===== src/rtl/flow_scheduler_pkg.sv =====
// Flow-unit types, NOP bundle, scheduler entry layout and FSM state codes.
// Latency: n/a (types and constants only).
// Backpressure: n/a.
package flow_scheduler_pkg;

    localparam int FLOW_TAG_W = 5;
    localparam int XLEN       = 32;

    typedef enum logic [1:0] {
        FLOW_NOP    = 2'd0,
        FLOW_JAL    = 2'd1,
        FLOW_JALR   = 2'd2,
        FLOW_BRANCH = 2'd3
    } FLOW_FUNC;

    typedef enum logic [2:0] {
        BR_NONE = 3'd0,
        BR_BEQ  = 3'd1,
        BR_BNE  = 3'd2,
        BR_BLT  = 3'd3,
        BR_BGE  = 3'd4,
        BR_BLTU = 3'd5,
        BR_BGEU = 3'd6
    } BRANCH_TYPE;

    typedef struct packed {
        FLOW_FUNC         flow_func;
        BRANCH_TYPE       branch_type;
        logic [XLEN-1:0]  pc_lhs;
        logic [XLEN-1:0]  pc_rhs;
        logic [XLEN-1:0]  branch_lhs;
        logic [XLEN-1:0]  branch_rhs;
    } INSTRUCTION_FLOW;

    typedef struct packed {
        logic [FLOW_TAG_W-1:0] dest;
        logic [XLEN-1:0]       data;
    } RESULT;

    typedef struct packed {
        INSTRUCTION_FLOW       instr;
        logic [FLOW_TAG_W-1:0] tag1;
        logic [FLOW_TAG_W-1:0] tag2;
        logic                  rdy1;
        logic                  rdy2;
    } FLOW_SCHED_ENTRY;

    localparam INSTRUCTION_FLOW FLOW_NOP_BUNDLE = '{
        flow_func:   FLOW_NOP,
        branch_type: BR_NONE,
        pc_lhs:      '0,
        pc_rhs:      '0,
        branch_lhs:  '0,
        branch_rhs:  '0
    };

    localparam FLOW_SCHED_ENTRY FLOW_SCHED_EMPTY = '{
        instr: FLOW_NOP_BUNDLE,
        tag1:  '0,
        tag2:  '0,
        rdy1:  1'b0,
        rdy2:  1'b0
    };

    // Scheduler FSM encoding
    localparam logic [1:0] FLOW_RUN     = 2'd0;
    localparam logic [1:0] FLOW_ISSUED  = 2'd1;
    localparam logic [1:0] FLOW_RESOLVE = 2'd2;

    // A still-pending source is woken by a matching broadcast.
    function automatic logic tag_wakes(input logic snoop, input logic rdy,
                                       input logic [FLOW_TAG_W-1:0] tag,
                                       input RESULT res);
        return snoop && !rdy && (tag == res.dest);
    endfunction

endpackage


===== src/rtl/flow_scheduler_if.sv =====
// Enqueue, result-bus, flow-unit and status signals of the flow scheduler.
// Latency: n/a (wiring only).
// Backpressure: in_valid/in_ready handshake on enqueue; the other signals are unthrottled.
interface flow_scheduler_if
    import flow_scheduler_pkg::*;
#(
    parameter int TAG_W = FLOW_TAG_W
);
    logic             in_valid;
    logic             in_ready;
    INSTRUCTION_FLOW  in_instr;
    logic [TAG_W-1:0] in_src1_tag;
    logic             in_src1_rdy;
    logic [TAG_W-1:0] in_src2_tag;
    logic             in_src2_rdy;
    logic             cdb_valid;
    RESULT            cdb;
    logic             flow_jump;
    INSTRUCTION_FLOW  issue_instr;
    logic             issue_valid;
    logic             flush;
    logic             busy;

    modport master (
        output in_valid, in_instr, in_src1_tag, in_src1_rdy, in_src2_tag, in_src2_rdy,
        output cdb_valid, cdb, flow_jump,
        input  in_ready, issue_instr, issue_valid, flush, busy
    );

    modport slave (
        input  in_valid, in_instr, in_src1_tag, in_src1_rdy, in_src2_tag, in_src2_rdy,
        input  cdb_valid, cdb, flow_jump,
        output in_ready, issue_instr, issue_valid, flush, busy
    );
endinterface


===== src/rtl/flow_sched_entry.sv =====
// One scheduler slot: holds an instruction, compares pending tags with the result bus, captures data.
// Latency: a write or wakeup is visible in entry/vld the cycle after it happens.
// Backpressure: none; the top never writes an occupied slot.
// Ports: clear invalidates (redirect), wr_* loads the slot, pop releases it, cdb_* snoops results.
module flow_sched_entry
    import flow_scheduler_pkg::*;
(
    input  logic                  clk,
    input  logic                  reset,
    input  logic                  clear,
    input  logic                  wr_en,
    input  logic                  pop,
    input  INSTRUCTION_FLOW       wr_instr,
    input  logic [FLOW_TAG_W-1:0] wr_tag1,
    input  logic                  wr_rdy1,
    input  logic [FLOW_TAG_W-1:0] wr_tag2,
    input  logic                  wr_rdy2,
    input  logic                  cdb_valid,
    input  RESULT                 cdb,
    output logic                  vld,
    output FLOW_SCHED_ENTRY       entry
);
    FLOW_SCHED_ENTRY nxt;
    logic            snoop;

    // A slot being written snoops too, so a same-cycle broadcast is not lost.
    // A slot being popped ignores the bus: its issue copy was already taken.
    assign snoop = cdb_valid && (wr_en || (vld && !pop));

    always_comb begin
        nxt = entry;
        if (wr_en) begin
            nxt.instr = wr_instr;
            nxt.tag1  = wr_tag1;
            nxt.tag2  = wr_tag2;
            // Tag 0 has no producer and is always ready.
            nxt.rdy1  = wr_rdy1 || (wr_tag1 == '0);
            nxt.rdy2  = wr_rdy2 || (wr_tag2 == '0);
        end
        if (tag_wakes(snoop, nxt.rdy1, nxt.tag1, cdb)) begin
            nxt.rdy1             = 1'b1;
            nxt.instr.branch_lhs = cdb.data;
            if (nxt.instr.flow_func == FLOW_JALR) begin
                nxt.instr.pc_lhs = cdb.data;
            end
        end
        if (tag_wakes(snoop, nxt.rdy2, nxt.tag2, cdb)) begin
            nxt.rdy2             = 1'b1;
            nxt.instr.branch_rhs = cdb.data;
        end
    end

    always_ff @(posedge clk) begin
        if (!reset) begin
            vld   <= 1'b0;
            entry <= FLOW_SCHED_EMPTY;
        end else if (clear) begin
            vld   <= 1'b0;
        end else begin
            vld   <= wr_en || (vld && !pop);
            entry <= nxt;
        end
    end
endmodule


===== src/rtl/flow_scheduler.sv =====
// In-order issue queue for the flow unit: one issue at a time, held until the redirect resolves.
// Latency: an entry ready at the head issues one cycle later; issue-to-issue spacing is 3 cycles.
// Backpressure: in_ready drops when the queue is full or during a redirect flush.
// Ports: clk, reset (sync, active-low), bus (flow_scheduler_if.slave) carrying enqueue, cdb, flow_jump, issue and status.
module flow_scheduler
    import flow_scheduler_pkg::*;
#(
    parameter int DEPTH = 4,
    parameter int TAG_W = FLOW_TAG_W
)
(
    input  logic             clk,
    input  logic             reset,
    flow_scheduler_if.slave  bus
);
    localparam int IDX_W = $clog2(DEPTH);
    localparam int PTR_W = IDX_W + 1;

    logic [PTR_W-1:0] head;
    logic [PTR_W-1:0] tail;
    logic [PTR_W-1:0] count;
    logic [1:0]       state;
    INSTRUCTION_FLOW  issue_instr_q;
    logic             issue_valid_q;

    FLOW_SCHED_ENTRY  ent [DEPTH];
    logic [DEPTH-1:0] ent_vld;
    FLOW_SCHED_ENTRY  head_ent;
    logic             flush;
    logic             full;
    logic             push;
    logic             pop;

    assign flush        = (state == FLOW_RESOLVE) && bus.flow_jump;
    assign full         = (count == PTR_W'(DEPTH));
    assign bus.in_ready = !full && !flush;
    assign push         = bus.in_valid && bus.in_ready;

    assign head_ent = ent[head[IDX_W-1:0]];
    // Ready bits are registered, so a wakeup this cycle issues no earlier than next cycle.
    assign pop = (state == FLOW_RUN) && (count != '0) && ent_vld[head[IDX_W-1:0]]
                 && head_ent.rdy1 && head_ent.rdy2;

    for (genvar i = 0; i < DEPTH; i++) begin : g_ent
        flow_sched_entry u_ent (
            .clk       (clk),
            .reset     (reset),
            .clear     (flush),
            .wr_en     (push && (tail[IDX_W-1:0] == IDX_W'(i))),
            .pop       (pop && (head[IDX_W-1:0] == IDX_W'(i))),
            .wr_instr  (bus.in_instr),
            .wr_tag1   (bus.in_src1_tag),
            .wr_rdy1   (bus.in_src1_rdy),
            .wr_tag2   (bus.in_src2_tag),
            .wr_rdy2   (bus.in_src2_rdy),
            .cdb_valid (bus.cdb_valid),
            .cdb       (bus.cdb),
            .vld       (ent_vld[i]),
            .entry     (ent[i])
        );
    end

    always_ff @(posedge clk) begin
        if (!reset) begin
            head          <= '0;
            tail          <= '0;
            count         <= '0;
            state         <= FLOW_RUN;
            issue_instr_q <= FLOW_NOP_BUNDLE;
            issue_valid_q <= 1'b0;
        end else begin
            // push and pop cannot coincide with flush: in_ready is low and state is RESOLVE.
            if (flush) begin
                head  <= '0;
                tail  <= '0;
                count <= '0;
            end else begin
                if (push) tail <= tail + PTR_W'(1);
                if (pop)  head <= head + PTR_W'(1);
                count <= count + PTR_W'(push) - PTR_W'(pop);
            end

            case (state)
                FLOW_RUN: begin
                    if (pop) begin
                        issue_instr_q <= head_ent.instr;
                        issue_valid_q <= 1'b1;
                        state         <= FLOW_ISSUED;
                    end
                end
                FLOW_ISSUED: begin
                    issue_instr_q <= FLOW_NOP_BUNDLE;
                    issue_valid_q <= 1'b0;
                    state         <= FLOW_RESOLVE;
                end
                default: begin
                    state <= FLOW_RUN;
                end
            endcase
        end
    end

    assign bus.issue_instr = issue_instr_q;
    assign bus.issue_valid = issue_valid_q;
    assign bus.flush       = flush;
    assign bus.busy        = (count != '0) || (state != FLOW_RUN);

    // flow_p1 only reports a jump in the resolve slot.
    a_jump_in_resolve: assert property (@(posedge clk) disable iff (!reset)
        bus.flow_jump |-> (state == FLOW_RESOLVE));
endmodule


===== src/flat_wrapper.sv =====
// flat-port wrapper written by rule: the top's interface ports become plain ports
module flow_scheduler_flat import flow_scheduler_pkg::*;
#(
    parameter int DEPTH = 4,
    parameter int TAG_W = FLOW_TAG_W
)
  (clk, reset, bus_in_valid, bus_in_instr, bus_in_src1_tag, bus_in_src1_rdy, bus_in_src2_tag, bus_in_src2_rdy, bus_cdb_valid, bus_cdb, bus_flow_jump, bus_in_ready, bus_issue_instr, bus_issue_valid, bus_flush, bus_busy);
  flow_scheduler_if #(.TAG_W(TAG_W)) bus_i ();
  input  logic clk;
  input  logic reset;
  input wire logic [$bits(bus_i.in_valid)-1:0] bus_in_valid;
  input wire logic [$bits(bus_i.in_instr)-1:0] bus_in_instr;
  input wire logic [$bits(bus_i.in_src1_tag)-1:0] bus_in_src1_tag;
  input wire logic [$bits(bus_i.in_src1_rdy)-1:0] bus_in_src1_rdy;
  input wire logic [$bits(bus_i.in_src2_tag)-1:0] bus_in_src2_tag;
  input wire logic [$bits(bus_i.in_src2_rdy)-1:0] bus_in_src2_rdy;
  input wire logic [$bits(bus_i.cdb_valid)-1:0] bus_cdb_valid;
  input wire logic [$bits(bus_i.cdb)-1:0] bus_cdb;
  input wire logic [$bits(bus_i.flow_jump)-1:0] bus_flow_jump;
  output wire logic [$bits(bus_i.in_ready)-1:0] bus_in_ready;
  output wire logic [$bits(bus_i.issue_instr)-1:0] bus_issue_instr;
  output wire logic [$bits(bus_i.issue_valid)-1:0] bus_issue_valid;
  output wire logic [$bits(bus_i.flush)-1:0] bus_flush;
  output wire logic [$bits(bus_i.busy)-1:0] bus_busy;
  assign bus_i.in_valid = bus_in_valid;
  assign bus_i.in_instr = bus_in_instr;
  assign bus_i.in_src1_tag = bus_in_src1_tag;
  assign bus_i.in_src1_rdy = bus_in_src1_rdy;
  assign bus_i.in_src2_tag = bus_in_src2_tag;
  assign bus_i.in_src2_rdy = bus_in_src2_rdy;
  assign bus_i.cdb_valid = bus_cdb_valid;
  assign bus_i.cdb = bus_cdb;
  assign bus_i.flow_jump = bus_flow_jump;
  assign bus_in_ready = bus_i.in_ready;
  assign bus_issue_instr = bus_i.issue_instr;
  assign bus_issue_valid = bus_i.issue_valid;
  assign bus_flush = bus_i.flush;
  assign bus_busy = bus_i.busy;
  flow_scheduler #(.DEPTH(DEPTH), .TAG_W(TAG_W)) u_core (.clk(clk), .reset(reset), .bus(bus_i));
endmodule

===== config.mk =====
export PLATFORM = sky130hd
export DESIGN_NAME = flow_scheduler_flat
export DESIGN_NICKNAME = d
export VERILOG_FILES = /design/src/rtl/flow_scheduler_pkg.sv /design/src/rtl/flow_scheduler_if.sv /design/src/rtl/flow_sched_entry.sv /design/src/rtl/flow_scheduler.sv /design/src/flat_wrapper.sv
export SDC_FILE = /design/constraint.sdc
export NUM_CORES = 2
export LEC_CHECK = 0
export ABC_AREA = 1
export BUFFER_PORTS_ARGS = -buffer_cell sky130_fd_sc_hd__clkbuf_2
export CAP_MARGIN = 20
export CORE_ASPECT_RATIO = 0.9
export CORE_MARGIN = 3
export CORE_UTILIZATION = 50
export DETAILED_ROUTE_END_ITERATION = 6
export GPL_ROUTABILITY_DRIVEN = 1
export GPL_TIMING_DRIVEN = 0
export MAX_ROUTING_LAYER = met4
export PLACE_DENSITY = 0.67
export SYNTH_ARGS = -nofsm -noshare
export SYNTH_HDL_FRONTEND = slang
export SYNTH_SLANG_ARGS = --single-unit

===== constraint.sdc =====
create_clock -name clk -period 3.6 [get_ports clk]
set_input_delay 0.72 -clock clk [delete_from_list [all_inputs] [get_ports clk]]
set_output_delay 0.72 -clock clk [all_outputs]
set_load 0.03 [all_outputs]

==> results.json <==
{
  "grt_pass1_wl_microns": 259000,
  "period_minus_slack_ps": 3550,
  "cts.path.max_buffers": 3,
  "place_congestion": 1.01,
  "cts-root-buf": "clkbuf_16",
  "synth_top_area_share_pct": 36.4,
  "finalHoldViolCount": 0,
  "htreeDepth": 3,
  "status": "completed",
  "ys_warn_count": 0,
  "start_util_pct": 51.0,
  "drv_slew": 0,
  "ir_worst_vdd_mv": 0.421,
  "clk_latency_ps": 670,
  "slew_headroom_pct": 19.8,
  "tightest_slew_ps": 1200,
  "fmax_mhz": 281,
  "yosysSeqAreaShare_pct": 36.4,
  "syn_area_sq_um": 40000,
  "rsz0062_at_grt": "true",
  "wl_per_cell_microns": 21.3,
  "grt_max_degree": 21,
  "fin_skew_ps": 19.3,
  "cts_tree": "yes",
  "drc": 0,
  "io_buffers": 316,
  "max-cap-violations": 0,
  "layout-drive-gt1-share_pct": 9.71,
  "power.total_uw": 23800,
  "antenna_left": 0,
  "fin_nets": 7271,
  "fin_cells": 8195,
  "hold_buffers": 0,
  "synth_area_leaders": "dfxtp_1 36%, nand2_1 19%, o21ai_0 10%",
  "cp-end-kind": "flop",
  "synth.distinct_cells": 32,
  "critPathKind": "reg2reg",
  "drt_iter0_markers": 6065,
  "ys_ff_latch": 727,
  "pin_count": 324,
  "path_clk_slew_ps": 60,
  "coreArea_sq_um": 78500,
  "p_leak_uw": 0.0221,
  "syn_nets": 6869,
  "n_fill_cell": 8086,
  "layout_setup_ws_ps": 47.2,
  "die_h_microns": 274,
  "synth.most_common_cell": "nand2_1",
  "crit_fanout": 12,
  "dp_hpwl_microns": 131000,
  "powerDensity_nw_per_um2": 519,
  "grt_pass1_vias": 41500,
  "synth.largest_area_cell": "dfxtp_1",
  "die_w_microns": 304,
  "synth_edf_count": 0,
  "vias": 46600,
  "cp-start-kind": "flop",
  "avgSynthCellArea_sq_um": 6.00,
  "worstPathArrival_ps": 4140,
  "route.detailed.vias_per_inst": 5.69,
  "numCtsBuffers": 83,
  "antenna_found_initial": 18,
  "synth_commonest_cells": "2025 x nand2_1, 1052 x nor2_1, 806 x o21ai_0",
  "hp-class": "in2reg",
  "yosys_most_used_dff": "dfxtp_1",
  "cts_sinks": 727,
  "fp.dieArea_sq_um": 83500,
  "fin_util_pct": 58.5,
  "overflow": 0,
  "hold_slack_ps": 360,
  "grt_usage_pct": 41.4,
  "synth-async-reset-ratio_pct": 0,
  "netlist_instances": 6671,
  "drtPass1Iterations": 7,
  "wl_microns": 175000,
  "fin_crit_sh_pct": 98.7,
  "dp_slack_ps": -1280,
  "dp.cells": 8031,
  "required_ps": 4190,
  "syn2layout_area_growth_pct": 14.7,
  "num_rows": 97,
  "finalSetupViolations": 0,
  "cts_setup_buffers": 0
}
## final timing paths
kind	start	end	slack (ps)	depth (start not counted)
max reg2reg	u_core.head[1]	u_core.bus.issue_instr[32]	50	10
max	u_core.head[1]	u_core.bus.issue_instr[32]	50	10
min	bus_in_instr[86]	u_core.g_ent[0].u_ent.entry[98]	360	3
min reg2reg	u_core.bus.issue_instr[113]	u_core.bus.issue_instr[113]	460	2
## registers in the layout, summed over array words and instances (netlist names)
signal	cells
u_core.count	3
u_core.bus.issue_valid	1
u_core.bus.issue_instr	133
u_core.g_ent.u_ent.vld	4
u_core.state	2
u_core.tail	2
u_core.g_ent.u_ent.entry	580
u_core.head	2
## cell usage in the layout, fill, tap and decap left out, types with 19 or more instances in the layout
master     count
a21oi_1      344
a32o_1        36
buf_1         43
buf_2        150
buf_4         26
clkbuf_1     278
clkbuf_16     85
clkbuf_2     325
clkinv_2      19
dfxtp_1      727
inv_1        480
nand2_1     2024
nand3_1      578
nor2_1      1050
o21ai_0      805
o22ai_1       36
## routing by layer
layer  vias up  part of all wire [%]  global-route usage, %
met2      2641                    42                   60.8
li1      22000                     -                      -
met4         0                   6.0                   22.2
met5         -                     0                      -
met3       488                    11                   9.62
met1     21500                    40                   53.0
## repair_timing
| item | 4_1_cts | 5_1_grt |
|---|---|---|
| endpoints found under the hold margin | 0 | 0 |
| endpoints found under the setup margin | 527 | 205 |
| gates resized for setup | 10 | 21 |
## where the power goes
group | internal, uW | leakage (uW) | switching [uW] | total, uW
Combinational | 1680 | 0.0148 | 3990 | 5680
Clock | 5280 | 0.00141 | 3710 | 8990
Sequential | 8830 | 0.00591 | 341 | 9170
## per-stage QoR
stage / setup TNS [ps] / instance area [sq um]
after floorplan: 0 / 40000
after global placement: -464530 / 42900
after detailed placement: -383700 / 43000
after CTS: 0 / 45800
after global routing: -27.8 / 45900
final: 0 / 45900
## cell type report
cell class / instances / area (sq um) / area share, %
Tap cell: 1039 / 1300 / 2.83
Inverter: 488 / 1840 / 4.01
Multi-Input combinational cell: 4942 / 21400 / 46.5
Clock inverter: 35 / 417 / 0.907
Sequential cell: 727 / 14600 / 31.7
Clock buffer: 116 / 2420 / 5.28
Timing Repair Buffer: 321 / 1660 / 3.61
Antenna cell: 17 / 42.5 / 0.0926
Buffer: 510 / 2320 / 5.06
## critical path, stage by stage, from the launching register on
cell and delay, ps:
dfxtp_1 360, clkbuf_4 320, clkinv_4 290, nand3_1 260, nand2_1 90, inv_1 70
nand2_1 140, nor2_2 420, clkbuf_1 780, o21ai_0 570, nand2_1 170
## kinds of logic (layout without fill, tap and decap cells)
kind of cell / after synthesis / in the layout / synth area share, %
and+or+nand+nor: 3688 / 3688 / 36.8
AOI/OAI and AO/OA: 1242 / 1242 / 16.1
buffers and inverters: 1002 / 1470 / 10.3
DFF: 727 / 727 / 36.4
adders and majority gates: 11 / 11 / 0.363
xor gates and xnor gates: 1 / 1 / 0.0219
other: 0 / 17 / 0
Power figures use the tool's default switching activity.
